--- src/rtl/uart_apb_regif.sv ---
// APB slave register interface for a UART: DATA/STATUS/CTRL registers fronting a TX and an RX FIFO.
// Every transfer walks a small FSM so FIFO stalls become APB wait states, or a timed-out error.
module uart_apb_regif #(
  parameter int DATA_W     = 8,
  parameter int TIMEOUT    = 16,
  parameter int RST_CYCLES = 15
) (
  input  logic              pclk,
  input  logic              PRESETn,
  input  logic [31:0]       PADDR,
  input  logic              PSELx,
  input  logic              PENABLE,
  input  logic              PWRITE,
  input  logic [31:0]       PWDATA,
  output logic [31:0]       PRDATA,
  output logic              PREADY,
  output logic              PSLVERR,
  input  logic [DATA_W-1:0] rx_fifo_dataOut,
  input  logic              rx_fifo_Full,
  input  logic              rx_fifo_Empty,
  input  logic              tx_fifo_Full,
  output logic              tx_fifo_writeEn,
  output logic              rx_fifo_readEn,
  output logic [DATA_W-1:0] tx_fifo_dataIn,
  output logic              uart_reset,
  output logic              irq
);

  localparam int CNT_W = $clog2(TIMEOUT + 1);
  localparam int RST_W = $clog2(RST_CYCLES + 1);

  typedef enum logic [2:0] {IDLE, ACCESS, WAIT_TX, WAIT_RX, RD_DATA, DONE} state_e;

  state_e            state_q, state_d;
  logic [CNT_W-1:0]  waitCnt_q, waitCnt_d;
  logic [RST_W-1:0]  rstCnt_q, rstCnt_d;
  logic [31:0]       prdata_q, prdata_d;
  logic [DATA_W-1:0] txData_q, txData_d;
  logic              pready_q, pslverr_q, irq_q;
  logic              txErr_q, txErr_d, rxErr_q, rxErr_d;
  logic              rxIe_q, rxIe_d, txIe_q, txIe_d;
  logic              rstPend_q, rstPend_d;
  logic              err, txErrSet, rxErrSet, rstLoad, txPush, rxPop;
  logic [1:0]        w1c;
  logic [31:0]       statusWord;
  logic              unusedBits;

  assign statusWord = {27'd0, rxErr_q, txErr_q, tx_fifo_Full, rx_fifo_Full, rx_fifo_Empty};
  assign unusedBits = ^{PADDR[31:4], PADDR[1:0], PWDATA};

  // Strobes are combinational so they only ever exist while the FSM sits in a wait state
  // with the slave still selected; an abort or reset drops them in the same cycle.
  always_comb begin
    state_d   = state_q;
    waitCnt_d = '0;
    prdata_d  = '0;
    txData_d  = txData_q;
    rxIe_d    = rxIe_q;
    txIe_d    = txIe_q;
    rstPend_d = rstPend_q;
    err       = 1'b0;
    txErrSet  = 1'b0;
    rxErrSet  = 1'b0;
    rstLoad   = 1'b0;
    txPush    = 1'b0;
    rxPop     = 1'b0;
    w1c       = 2'b00;
    case (state_q)
      IDLE: if (PSELx && !PENABLE) state_d = ACCESS;
      ACCESS: begin
        if (!PSELx) begin
          state_d = IDLE;
        end else if (PENABLE) begin
          case (PADDR[3:2])
            2'd0: begin
              if (PWRITE) begin
                txData_d = PWDATA[DATA_W-1:0];
                state_d  = WAIT_TX;
              end else begin
                state_d  = WAIT_RX;
              end
            end
            2'd1: begin
              state_d = DONE;
              if (PWRITE) w1c = PWDATA[4:3];
              else        prdata_d = statusWord;
            end
            2'd2: begin
              state_d = DONE;
              if (PWRITE) begin
                rxIe_d    = PWDATA[1];
                txIe_d    = PWDATA[2];
                rstPend_d = PWDATA[0];
              end else begin
                prdata_d  = {29'd0, txIe_q, rxIe_q, 1'b0};
              end
            end
            default: begin
              state_d = DONE;
              err     = 1'b1;
            end
          endcase
        end
      end
      WAIT_TX: begin
        if (!PSELx) begin
          state_d = IDLE;
        end else if (!tx_fifo_Full) begin
          txPush  = 1'b1;
          state_d = DONE;
        end else if (waitCnt_q == CNT_W'(TIMEOUT - 1)) begin
          err      = 1'b1;
          txErrSet = 1'b1;
          state_d  = DONE;
        end else begin
          waitCnt_d = waitCnt_q + 1'b1;
        end
      end
      WAIT_RX: begin
        if (!PSELx) begin
          state_d = IDLE;
        end else if (!rx_fifo_Empty) begin
          rxPop   = 1'b1;
          state_d = RD_DATA;
        end else if (waitCnt_q == CNT_W'(TIMEOUT - 1)) begin
          err      = 1'b1;
          rxErrSet = 1'b1;
          state_d  = DONE;
        end else begin
          waitCnt_d = waitCnt_q + 1'b1;
        end
      end
      RD_DATA: begin
        if (!PSELx) begin
          state_d = IDLE;
        end else begin
          prdata_d = 32'(rx_fifo_dataOut);
          state_d  = DONE;
        end
      end
      DONE: begin
        state_d = IDLE;
        if (rstPend_q) begin
          rstLoad   = 1'b1;
          rstPend_d = 1'b0;
        end
      end
      default: state_d = IDLE;
    endcase
  end

  // Sticky errors: a set in the same cycle as a write-1-to-clear takes priority.
  always_comb begin
    txErr_d  = txErrSet | (txErr_q & ~w1c[0]);
    rxErr_d  = rxErrSet | (rxErr_q & ~w1c[1]);
    rstCnt_d = rstLoad ? RST_W'(RST_CYCLES) : ((rstCnt_q != '0) ? rstCnt_q - 1'b1 : '0);
  end

  always_ff @(posedge pclk or negedge PRESETn) begin
    if (!PRESETn) begin
      state_q   <= IDLE;
      waitCnt_q <= '0;
      rstCnt_q  <= '0;
      prdata_q  <= '0;
      txData_q  <= '0;
      pready_q  <= 1'b0;
      pslverr_q <= 1'b0;
      irq_q     <= 1'b0;
      txErr_q   <= 1'b0;
      rxErr_q   <= 1'b0;
      rxIe_q    <= 1'b0;
      txIe_q    <= 1'b0;
      rstPend_q <= 1'b0;
    end else begin
      state_q   <= state_d;
      waitCnt_q <= waitCnt_d;
      rstCnt_q  <= rstCnt_d;
      prdata_q  <= prdata_d;
      txData_q  <= txData_d;
      pready_q  <= (state_d == DONE);
      pslverr_q <= err;
      irq_q     <= (rxIe_q & ~rx_fifo_Empty) | (txIe_q & ~tx_fifo_Full) | txErr_q | rxErr_q;
      txErr_q   <= txErr_d;
      rxErr_q   <= rxErr_d;
      rxIe_q    <= rxIe_d;
      txIe_q    <= txIe_d;
      rstPend_q <= rstPend_d;
    end
  end

  assign PRDATA          = prdata_q;
  assign PREADY          = pready_q;
  assign PSLVERR         = pslverr_q;
  assign tx_fifo_writeEn = txPush;
  assign rx_fifo_readEn  = rxPop;
  assign tx_fifo_dataIn  = txData_q;
  assign uart_reset      = (rstCnt_q != '0);
  assign irq             = irq_q;

endmodule

--- config.mk ---
export PLATFORM = sky130hd
export DESIGN_NAME = uart_apb_regif
export DESIGN_NICKNAME = d
export VERILOG_FILES = /design/src/rtl/uart_apb_regif.sv
export SDC_FILE = /design/constraint.sdc
export NUM_CORES = 1
export LEC_CHECK = 0
export CAP_MARGIN = 20
export CELL_PAD_IN_SITES_DETAIL_PLACEMENT = 0
export CELL_PAD_IN_SITES_GLOBAL_PLACEMENT = 1
export CORE_AREA = 2 2 90 92
export DETAILED_ROUTE_END_ITERATION = 10
export DIE_AREA = 0 0 92 94
export GPL_TIMING_DRIVEN = 1
export PLACE_DENSITY = 0.84
export SLEW_MARGIN = 20
export SYNTH_ARGS = -nofsm -noshare
export SYNTH_HDL_FRONTEND = slang
export SYNTH_SLANG_ARGS = --single-unit
--- constraint.sdc ---
create_clock -name pclk -period 1.6 [get_ports pclk]
set_clock_uncertainty 0.1 [all_clocks]
set_input_delay 0.16 -clock pclk [delete_from_list [all_inputs] [get_ports pclk]]
set_output_delay 0.16 -clock pclk [all_outputs]
set_load 0.05 [all_outputs]
## After elaboration in Yosys (flattened, before gate mapping)

Index checks and enable logic that the tools add are counted.

- Flip-flop bits (word level): 60
- Output and inout port bits: 46

- Add/subtract/negate cells: 2
- Eq/ne operators: 13
- Multiplexer cells: 56
- Bitwise operators: 13
- Reductions and logical operators: 10

Operators by type and width:

| operator | number |
|---|---|
| $mux W5 | 8 |
| $mux W3 | 11 |
| $mux W1 | 23 |
| $pmux W5 S2 | 2 |
| $pmux W8 S2 | 1 |
| $pmux W3 S5 | 1 |
| $reduce_and A5 Y1 | 3 |
| $mux W2 | 5 |
| $eq A3 B3 Y1 const B | 3 |
| $mux W4 | 2 |
| $mux W8 | 1 |
| $ne A2 B2 Y1 const B | 4 |
| $eq A3 B2 Y1 const B | 2 |
| $add A5 B1 Y5 const B | 1 |
| $eq A5 B4 Y1 const B | 1 |
| $or A1 B1 Y1 | 5 |
| $and A1 B1 Y1 | 4 |
| $not A1 Y1 | 4 |
| $reduce_bool A4 Y1 | 1 |
| $sub A4 B1 Y4 const B | 1 |
| $eq A3 B1 Y1 const B | 1 |
| $logic_not A3 Y1 | 1 |
| $pmux W1 S3 | 1 |
| $reduce_or A3 Y1 | 1 |
| other kinds (7) | 7 |

## Longest topological paths before layout

Gate-level depths: netlist of the first run.

- Depth after elaboration: 8
- Mapped depth: 6
- Depth with buffers taken out: 6

## Worst setup path before layout of the first run

No wires, ideal clock.

- Path kind: reg2out
- From: register state_q[2]
- To: output tx_fifo_writeEn
- Arrival time: 1.675 ns
- Required time: 1.340 ns
- Slack: -0.335 ns
- Cell stages (with the launch flop): 3
- Path buffers: 0
- Path through: dfrtp_1 > nand3b_1 > nor3_1

- Word-level cells in the longest chain between the ends: 2

RTL lines:

| item | line | RTL |
|---|---|---|
| start: declaration | 34 | `state_e state_q, state_d;` |
| start signal: assignment | 175 | `state_q <= state_d;` |
| $eq A3 B2 Y1 | 68 | `case (state_q)` |
| $mux W1 | 68 |  |
| end: declaration | 22 | `output logic tx_fifo_writeEn,` |

Every way passes these cells.

## Worst setup path in the final report of the first run

- From: register rstCnt_q[0]
- To: output uart_reset

- Word-level cells in the longest chain between the ends: 1

RTL lines:

| item | line | RTL |
|---|---|---|
| start: declaration | 36 | `logic [RST_W-1:0] rstCnt_q, rstCnt_d;` |
| start signal: assignment | 177 | `rstCnt_q <= rstCnt_d;` |
| $reduce_bool A4 Y1 | 197 | `assign uart_reset = (rstCnt_q != '0);` |
| end: declaration | 25 | `output logic uart_reset,` |

Every way passes these cells.

==> impl_metrics.py, run 1 <==
metrics = {
    "outcome": {
        "outcome": "complete, but fails checks",
        "violations": "setup timing",
    },
    "setup_path": {
        "worstPathCellList": "or4_4 > buf_6",
        "crit_slowest_cell": "or4_4",
        "cp-start-kind": "register",
        "critical_path_class": "register to output port",
        "crit_fanout": 2,
        "cp.required_ns": 1.34,
        "cp.arrival_ns": 1.37,
        "cp_slowest_stage_delay_ns": 0.54,
        "cp-end-kind": "output port",
        "cp_top_family": "simple AND/OR/NAND/NOR gates",
        "cp_num_buf_inv": 1,
    },
    "clock_tree": {
        "cts.reportedPaths.clkPinSlew_ns": 0.06,
        "numCtsBuffers": 5,
        "clk_path_buf_depth": 2,
        "htreeDepth": 2,
        "clkSinkCount": 36,
        "clockRootBuffer": "clkbuf_8",
        "tritoncts": "done",
        "clk_latency_ns": 0.28,
    },
    "synth": {
        "synthAdderAreaFrac_pct": 3.34,
        "synth.area.mux_share_pct": 7.09,
        "synth_compound_area_share_pct": 8.96,
        "synthArstFlopShare_pct": 100,
        "syn_avg_cell_area_sq_um": 10.9,
        "netlist_top_cells_area": "dfrtp_1 48%, buf_4 10%, mux2_2 6.0%, ha_1 3.3%, nand3_1 2.9%",
        "synth_cell_types": 44,
        "ys_ff_latch": 36,
        "synth_top_family_by_area": "simple AND/OR/NAND/NOR gates",
        "synthXorXnorAreaFrac_pct": 0.936,
        "synthCells": 171,
        "synth_top_area_share_pct": 48.1,
        "yosysTopAreaCell": "dfrtp_1",
        "synth_ff_type": "dfrtp_1",
        "yosys.area_share.simple_pct": 19.5,
        "synth-seq-area-share_pct": 48.1,
        "synth-edff-count": 0,
        "yosysWarnings": 0,
        "syn_area_sq_um": 1870,
    },
    "power": {
        "power_frac_comb_pct": 33.5,
        "switching_share_pct": 34.2,
        "power.internal_uw": 1810,
        "p_sw_uw": 941,
        "leakagePower_uw": 0.00140,
        "ir_drop_v": 0.000307,
        "clockPowerShare_pct": 27.7,
        "seq_power_share_pct": 38.8,
        "p_per_area_nw_per_um2": 1000,
    },
    "route": {
        "dr.pass1.iters": 4,
        "drt_wl_total_microns": 4200,
        "viasPerCell": 4.08,
        "wl_per_cell_microns": 11.8,
        "drc_errors": 0,
        "drt_iter0_drc": 53,
        "postRouteAntennaNets": 0,
        "dr_total_vias": 1452,
    },
    "sta": {
        "rsz0062_at_grt": "yes",
        "worst_hold_slack_ns": 0.160,
        "hold_viol": 0,
        "slew_viol_final": 0,
        "min_period_ns": 1.63,
        "fin_crit_sh_pct": 102,
        "setup_slack_ns": -0.0280,
        "max_freq_mhz": 614,
        "setup_viol": 3,
    },
    "die": {
        "initial_core_util_pct": 24.6,
        "ios": 126,
        "chipHeight_microns": 94,
        "fp.dieW_microns": 92,
        "core_area_sq_um": 7610,
        "fp-row-count": 32,
        "die_area_sq_um": 8650,
    },
    "global_route": {
        "gr-total-overflow": 0,
        "grt_pass1_vias": 1483,
        "grt_usage_pct": 10.0,
        "grt_max_degree": 37,
        "antenna_found_initial": 0,
        "grt_pass1_wl_microns": 6850,
    },
    "final_layout": {
        "drive_gt1_share_pct": 32.7,
        "final_cell_mix": "47 x buf_4, 33 x dfrtp_1, 24 x conb_1",
        "n_fill_cell": 771,
        "area_delta_synth_final_pct": 46.7,
        "nNetsFinal": 338,
        "utilization_pct": 36.1,
        "antenna_cells": 0,
        "ff_latch_area_sq_um": 905,
        "final_common_cell": "buf_4",
        "multi_input_area_sq_um": 866,
    },
    "placed_design": {
        "hpwl_microns": 3320,
        "dp_slack_ns": -0.307,
        "port_buffers": 47,
        "gp_congestion": 0.809,
    },
    "run": {
        "maxCapViolCount": 0,
    },
    "hold_path": {
        "hold_class": "primary input to asynchronous set/reset pin",
    },
}
==> power by group through the flow <==
stage               sequential [uW]  combinational (uW)  clock (uW)
finish                         1070                 923         762
global route                   1080                 979         837
CTS                            1070                 905         786
detailed placement             1090                 865           0
global placement               1090                 855           0
floorplan                      1280                 407           0
==> metrics by stage <==
step                TNS (ns)  cells  total power, uW  cell area (sq um)
global placement       -4.37    340             1940               2540
finish               -0.0502    356             2750               2750
floorplan                  0    194             1690               1970
detailed placement     -4.59    340             1960               2540
CTS                   -0.115    351             2760               2690
global route          -0.702    356             2890               2750
==> metal layers <==
metal  wire [microns]  vias up  GRT usage [%]
met5                0        -              0
met4               71        0           4.10
met2             2090       44           16.9
met3              212        6           2.17
li1                 -      713              -
met1             1830      689           12.4
==> final timing paths <==
kind	depth (start not counted)	slack [ns]	startpoint	end
setup / recovery	2	-0.03	rstCnt_q[0]$_DFF_PN0_	uart_reset
hold / removal	2	0.16	PRESETn	rstCnt_q[0]$_DFF_PN0_
setup reg to reg	5	0.01	state_q[2]$_DFF_PN0_	tx_fifo_dataIn[2]$_DFFE_PN0P_
hold reg to reg	1	0.37	waitCnt_q[0]$_DFF_PN0_	waitCnt_q[0]$_DFF_PN0_
max in group asynchronous	2	1.04	PRESETn	state_q[2]$_DFF_PN0_
min in group pclk	2	0.26	PSELx	state_q[1]$_DFF_PN0_
==> Yosys cell counts, types with 2 or more instances <==
cell type	number
inv_1	8
o2bb2ai_1	2
and3_1	5
nor2_1	10
nor3b_1	3
nand2b_1	2
ha_1	5
nand2_1	9
nor2b_1	2
o21ai_0	5
nand3b_1	2
a221o_1	2
and2_1	3
buf_4	25
dfrtp_1	36
mux2_2	10
mux2i_1	2
a22o_1	3
nor3_1	2
nand3_1	11
==> sequential cells by signal, summed over array words and instances, names as in the netlist <==
name,flops
rstCnt_q,4
irq,1
txIe_q,1
PSLVERR,1
rstPend_q,1
rxIe_q,1
PREADY,1
tx_fifo_dataIn,8
state_q,3
waitCnt_q,5
PRDATA,8
rxErr_q,1
txErr_q,1
==> kinds of logic after synthesis <==
group,after synthesis
simple gates,59
flops,36
buf+inv,34
compound gates,22
mux,12
fa+ha+maj,5
xor+xnor,2
other cells,1
==> what timing repair did <==
item / in CTS / in global routing
setup endpoints to repair: 8 / 20
hold buffers: 0 / 0
buffers inserted: 3 / 5
pin swaps: 2 / 5
resized for setup: 7 / 6
==> layout make-up <==
type,count,share of cell area [%]
Sequential cell,36,33.0
Timing Repair Buffer,78,25.8
Multi-Input combinational cell,124,31.5
Clock inverter,2,1.28
Clock buffer,6,2.64
Inverter,8,1.09
Tap cell,102,4.65
Power figures use the tool's default switching activity.
==> inputs of run 2 (changes only) <==
--- a/config.mk
+++ b/config.mk
@@ -8,12 +8,12 @@
 export CAP_MARGIN = 20
 export CELL_PAD_IN_SITES_DETAIL_PLACEMENT = 0
 export CELL_PAD_IN_SITES_GLOBAL_PLACEMENT = 1
-export CORE_AREA = 2 2 90 92
+export CORE_AREA = 2 2 87 89
 export DETAILED_ROUTE_END_ITERATION = 10
-export DIE_AREA = 0 0 92 94
+export DIE_AREA = 0 0 89 91
 export GPL_TIMING_DRIVEN = 1
-export PLACE_DENSITY = 0.84
-export SLEW_MARGIN = 20
+export PLACE_DENSITY = 0.88
+export SLEW_MARGIN = 10
 export SYNTH_ARGS = -nofsm -noshare
 export SYNTH_HDL_FRONTEND = slang
 export SYNTH_SLANG_ARGS = --single-unit
==> constraint.sdc (replaced) <==
create_clock -name pclk -period 1.9 [get_ports pclk]
set_clock_uncertainty 0.1 [all_clocks]
set_input_delay 0.19 -clock pclk [delete_from_list [all_inputs] [get_ports pclk]]
set_output_delay 0.19 -clock pclk [all_outputs]
set_load 0.05 [all_outputs]
==> run 2 against run 1 <==
  * The flow now finishes without violations
  * Routed wire length decreased by 4.3%
  * Cell count decreased by 6.5%
  * Combinational power decreased by 24%
  * Global-route usage increased by 0.47 points
  * Sequential share of layout area increased by 2.4 points
  * Total power decreased by 22%
  * Non-clock buffer count decreased by 20
  * Via count decreased by 4.4%
  * Count of clock-buffer cells in the layout increased by 2
  * First-iteration DRC count increased by 58%
  * Critical endpoint unchanged
  * Largest power group unchanged
  * Highest routed layer unchanged
==> impl_metrics.py, run 2 (same netlist as run 1, synthesis figures left out) <==
metrics = {
    "final_layout": {
        "area_delta_synth_final_pct": 36.3,
        "final_common_cell": "clkdlybuf4s50_1",
        "n_fill_cell": 738,
        "nNetsFinal": 318,
        "final_cell_mix": "42 x clkdlybuf4s50_1, 36 x dfrtp_1, 24 x conb_1",
        "antenna_cells": 0,
        "drive_gt1_share_pct": 16.2,
    },
    "route": {
        "postRouteAntennaNets": 0,
        "dr_total_vias": 1388,
        "drt_wl_total_microns": 4020,
        "drc_errors": 0,
        "wl_per_cell_microns": 12.1,
        "viasPerCell": 4.17,
        "drt_iter0_drc": 84,
        "dr.pass1.iters": 4,
    },
    "clock_tree": {
        "htreeDepth": 2,
        "post_cts_buffers": 0,
        "clkSinkCount": 36,
        "tritoncts": "done",
        "clockRootBuffer": "clkbuf_8",
        "cts.reportedPaths.clkPinSlew_ns": 0.07,
        "clk_path_buf_depth": 2,
        "ctsResizeCount": 0,
        "numCtsBuffers": 5,
        "clk_latency_ns": 0.29,
        "holdBufCountCts": 1,
    },
    "die": {
        "core_area_sq_um": 7140,
        "die_area_sq_um": 8100,
        "ios": 126,
        "fp.dieW_microns": 89,
        "chipHeight_microns": 91,
        "initial_core_util_pct": 26.2,
        "fp-row-count": 31,
    },
    "placed_design": {
        "dp_slack_ns": -0.0299,
        "gp_congestion": 0.782,
        "port_buffers": 47,
        "hpwl_microns": 3120,
    },
    "sta": {
        "slew_viol_final": 0,
        "setup_slack_ns": 0.141,
        "worst_hold_slack_ns": 0.354,
        "max_freq_mhz": 569,
        "setup_viol": 0,
        "rsz0062_at_grt": "no",
        "worst_pin_slew_ns": 0.513,
        "max_slew_margin_pct": 65.7,
        "hold_viol": 0,
        "min_period_ns": 1.76,
        "fin_crit_sh_pct": 92.6,
    },
    "setup_path": {
        "cp_slowest_stage_delay_ns": 0.55,
        "critical_path_class": "register to output port",
        "worstPathCellList": "or4_1 > buf_4",
        "crit_fanout": 6,
        "cp.arrival_ns": 1.47,
        "crit_slowest_cell": "or4_1",
        "cp-end-kind": "output port",
        "r2r_start": "state_q[0]$_DFF_PN0_",
        "worstReg2RegEnd": "waitCnt_q[1]$_DFF_PN0_",
        "cp-start-kind": "register",
        "cp.required_ns": 1.61,
        "rrSetupSlack_ns": 0.27,
        "reg2regPathDepth": 4,
    },
    "hold_path": {
        "min_to": "PRDATA[6]$_DFF_PN0_",
        "hold_class": "primary input to register",
        "min_from": "rx_fifo_dataOut[6]",
        "min_delay_path_depth": 2,
    },
    "power": {
        "ir_drop_v": 0.000309,
        "total_power_uw": 2160,
        "p_per_area_nw_per_um2": 846,
        "leakagePower_uw": 0.00122,
    },
    "global_route": {
        "grt_usage_pct": 10.5,
        "gr-total-overflow": 0,
        "grt_pass1_wl_microns": 6410,
        "grt_pass1_vias": 1331,
        "grt_max_degree": 37,
        "antenna_found_initial": 0,
    },
    "outcome": {
        "outcome": "completed",
    },
    "run": {
        "maxCapViolCount": 0,
    },
}
## run 2: changes by cell type in the layout (fill, tap and decap cells not counted), moves of 2 or more
cell / previous run / this run
buf_12: 4 / 2
buf_4: 47 / 12
dfrtp_1: 33 / 36
buf_6: 2 / 0
clkdlybuf4s50_1: 22 / 42
dlymetal6s2s_1: 2 / 0
dfrtp_2: 3 / 0
## run 2: worst max-delay path by stage
stage,start,end,slack (ns),cells past startpoint
after floorplan,rstCnt_q[0]$_DFF_PN0_,rstCnt_q[0]$_DFF_PN0_,0.28,3
after global placement,PADDR[2],PRDATA[1]$_DFF_PN0_,-0.0002,7
after detailed placement,PADDR[3],PRDATA[4]$_DFF_PN0_,-0.03,7
after CTS,rstCnt_q[0]$_DFF_PN0_,uart_reset,0.13,2
after global routing,rstCnt_q[0]$_DFF_PN0_,uart_reset,0.09,2
final,rstCnt_q[0]$_DFF_PN0_,uart_reset,0.14,2
## run 2: through the flow
stage          area [sq um]  cells  setup TNS [ns]  util, %
3_5_place_dp           2450    324          -0.117     34.3
6_report               2550    333               0     35.7
2_1_floorplan          1960    194               0        -
5_1_grt                2550    333               0     35.7
4_1_cts                2550    333               0     35.7
3_3_place_gp           2450    324       -0.000171     34.3
## run 2: layout make-up
class | count | area (sq um) | share of cell area, %
flip-flops and latches | 36 | 901 | 35.3
clock buffers | 8 | 90.1 | 3.53
well taps | 99 | 124 | 4.86
repair buffers | 58 | 566 | 22.2
multi-input cells | 124 | 841 | 33.0
inverters | 8 | 30.0 | 1.18
## run 2: power breakdown
part	switching (uW)	internal [uW]
sequential	59.4	845
combinational	454	243
clock	262	296
total	776	1380
## run 2: worst max-delay path: cells and delay by family, from the launching register on
kind / cells / cell delay, ns
buf+inv: 1 / 0.21
simple gates: 1 / 0.55
flops: 1 / 0.42
## run 2: routing by layer
layer / part of all wire [%] / GRT usage [%] / up-vias
met5: 0 / 0 / -
met4: 2.6 / 5.97 / 0
met3: 6.7 / 2.82 / 8
met2: 46 / 15.9 / 51
met1: 44 / 13.2 / 657
li1: - / - / 672
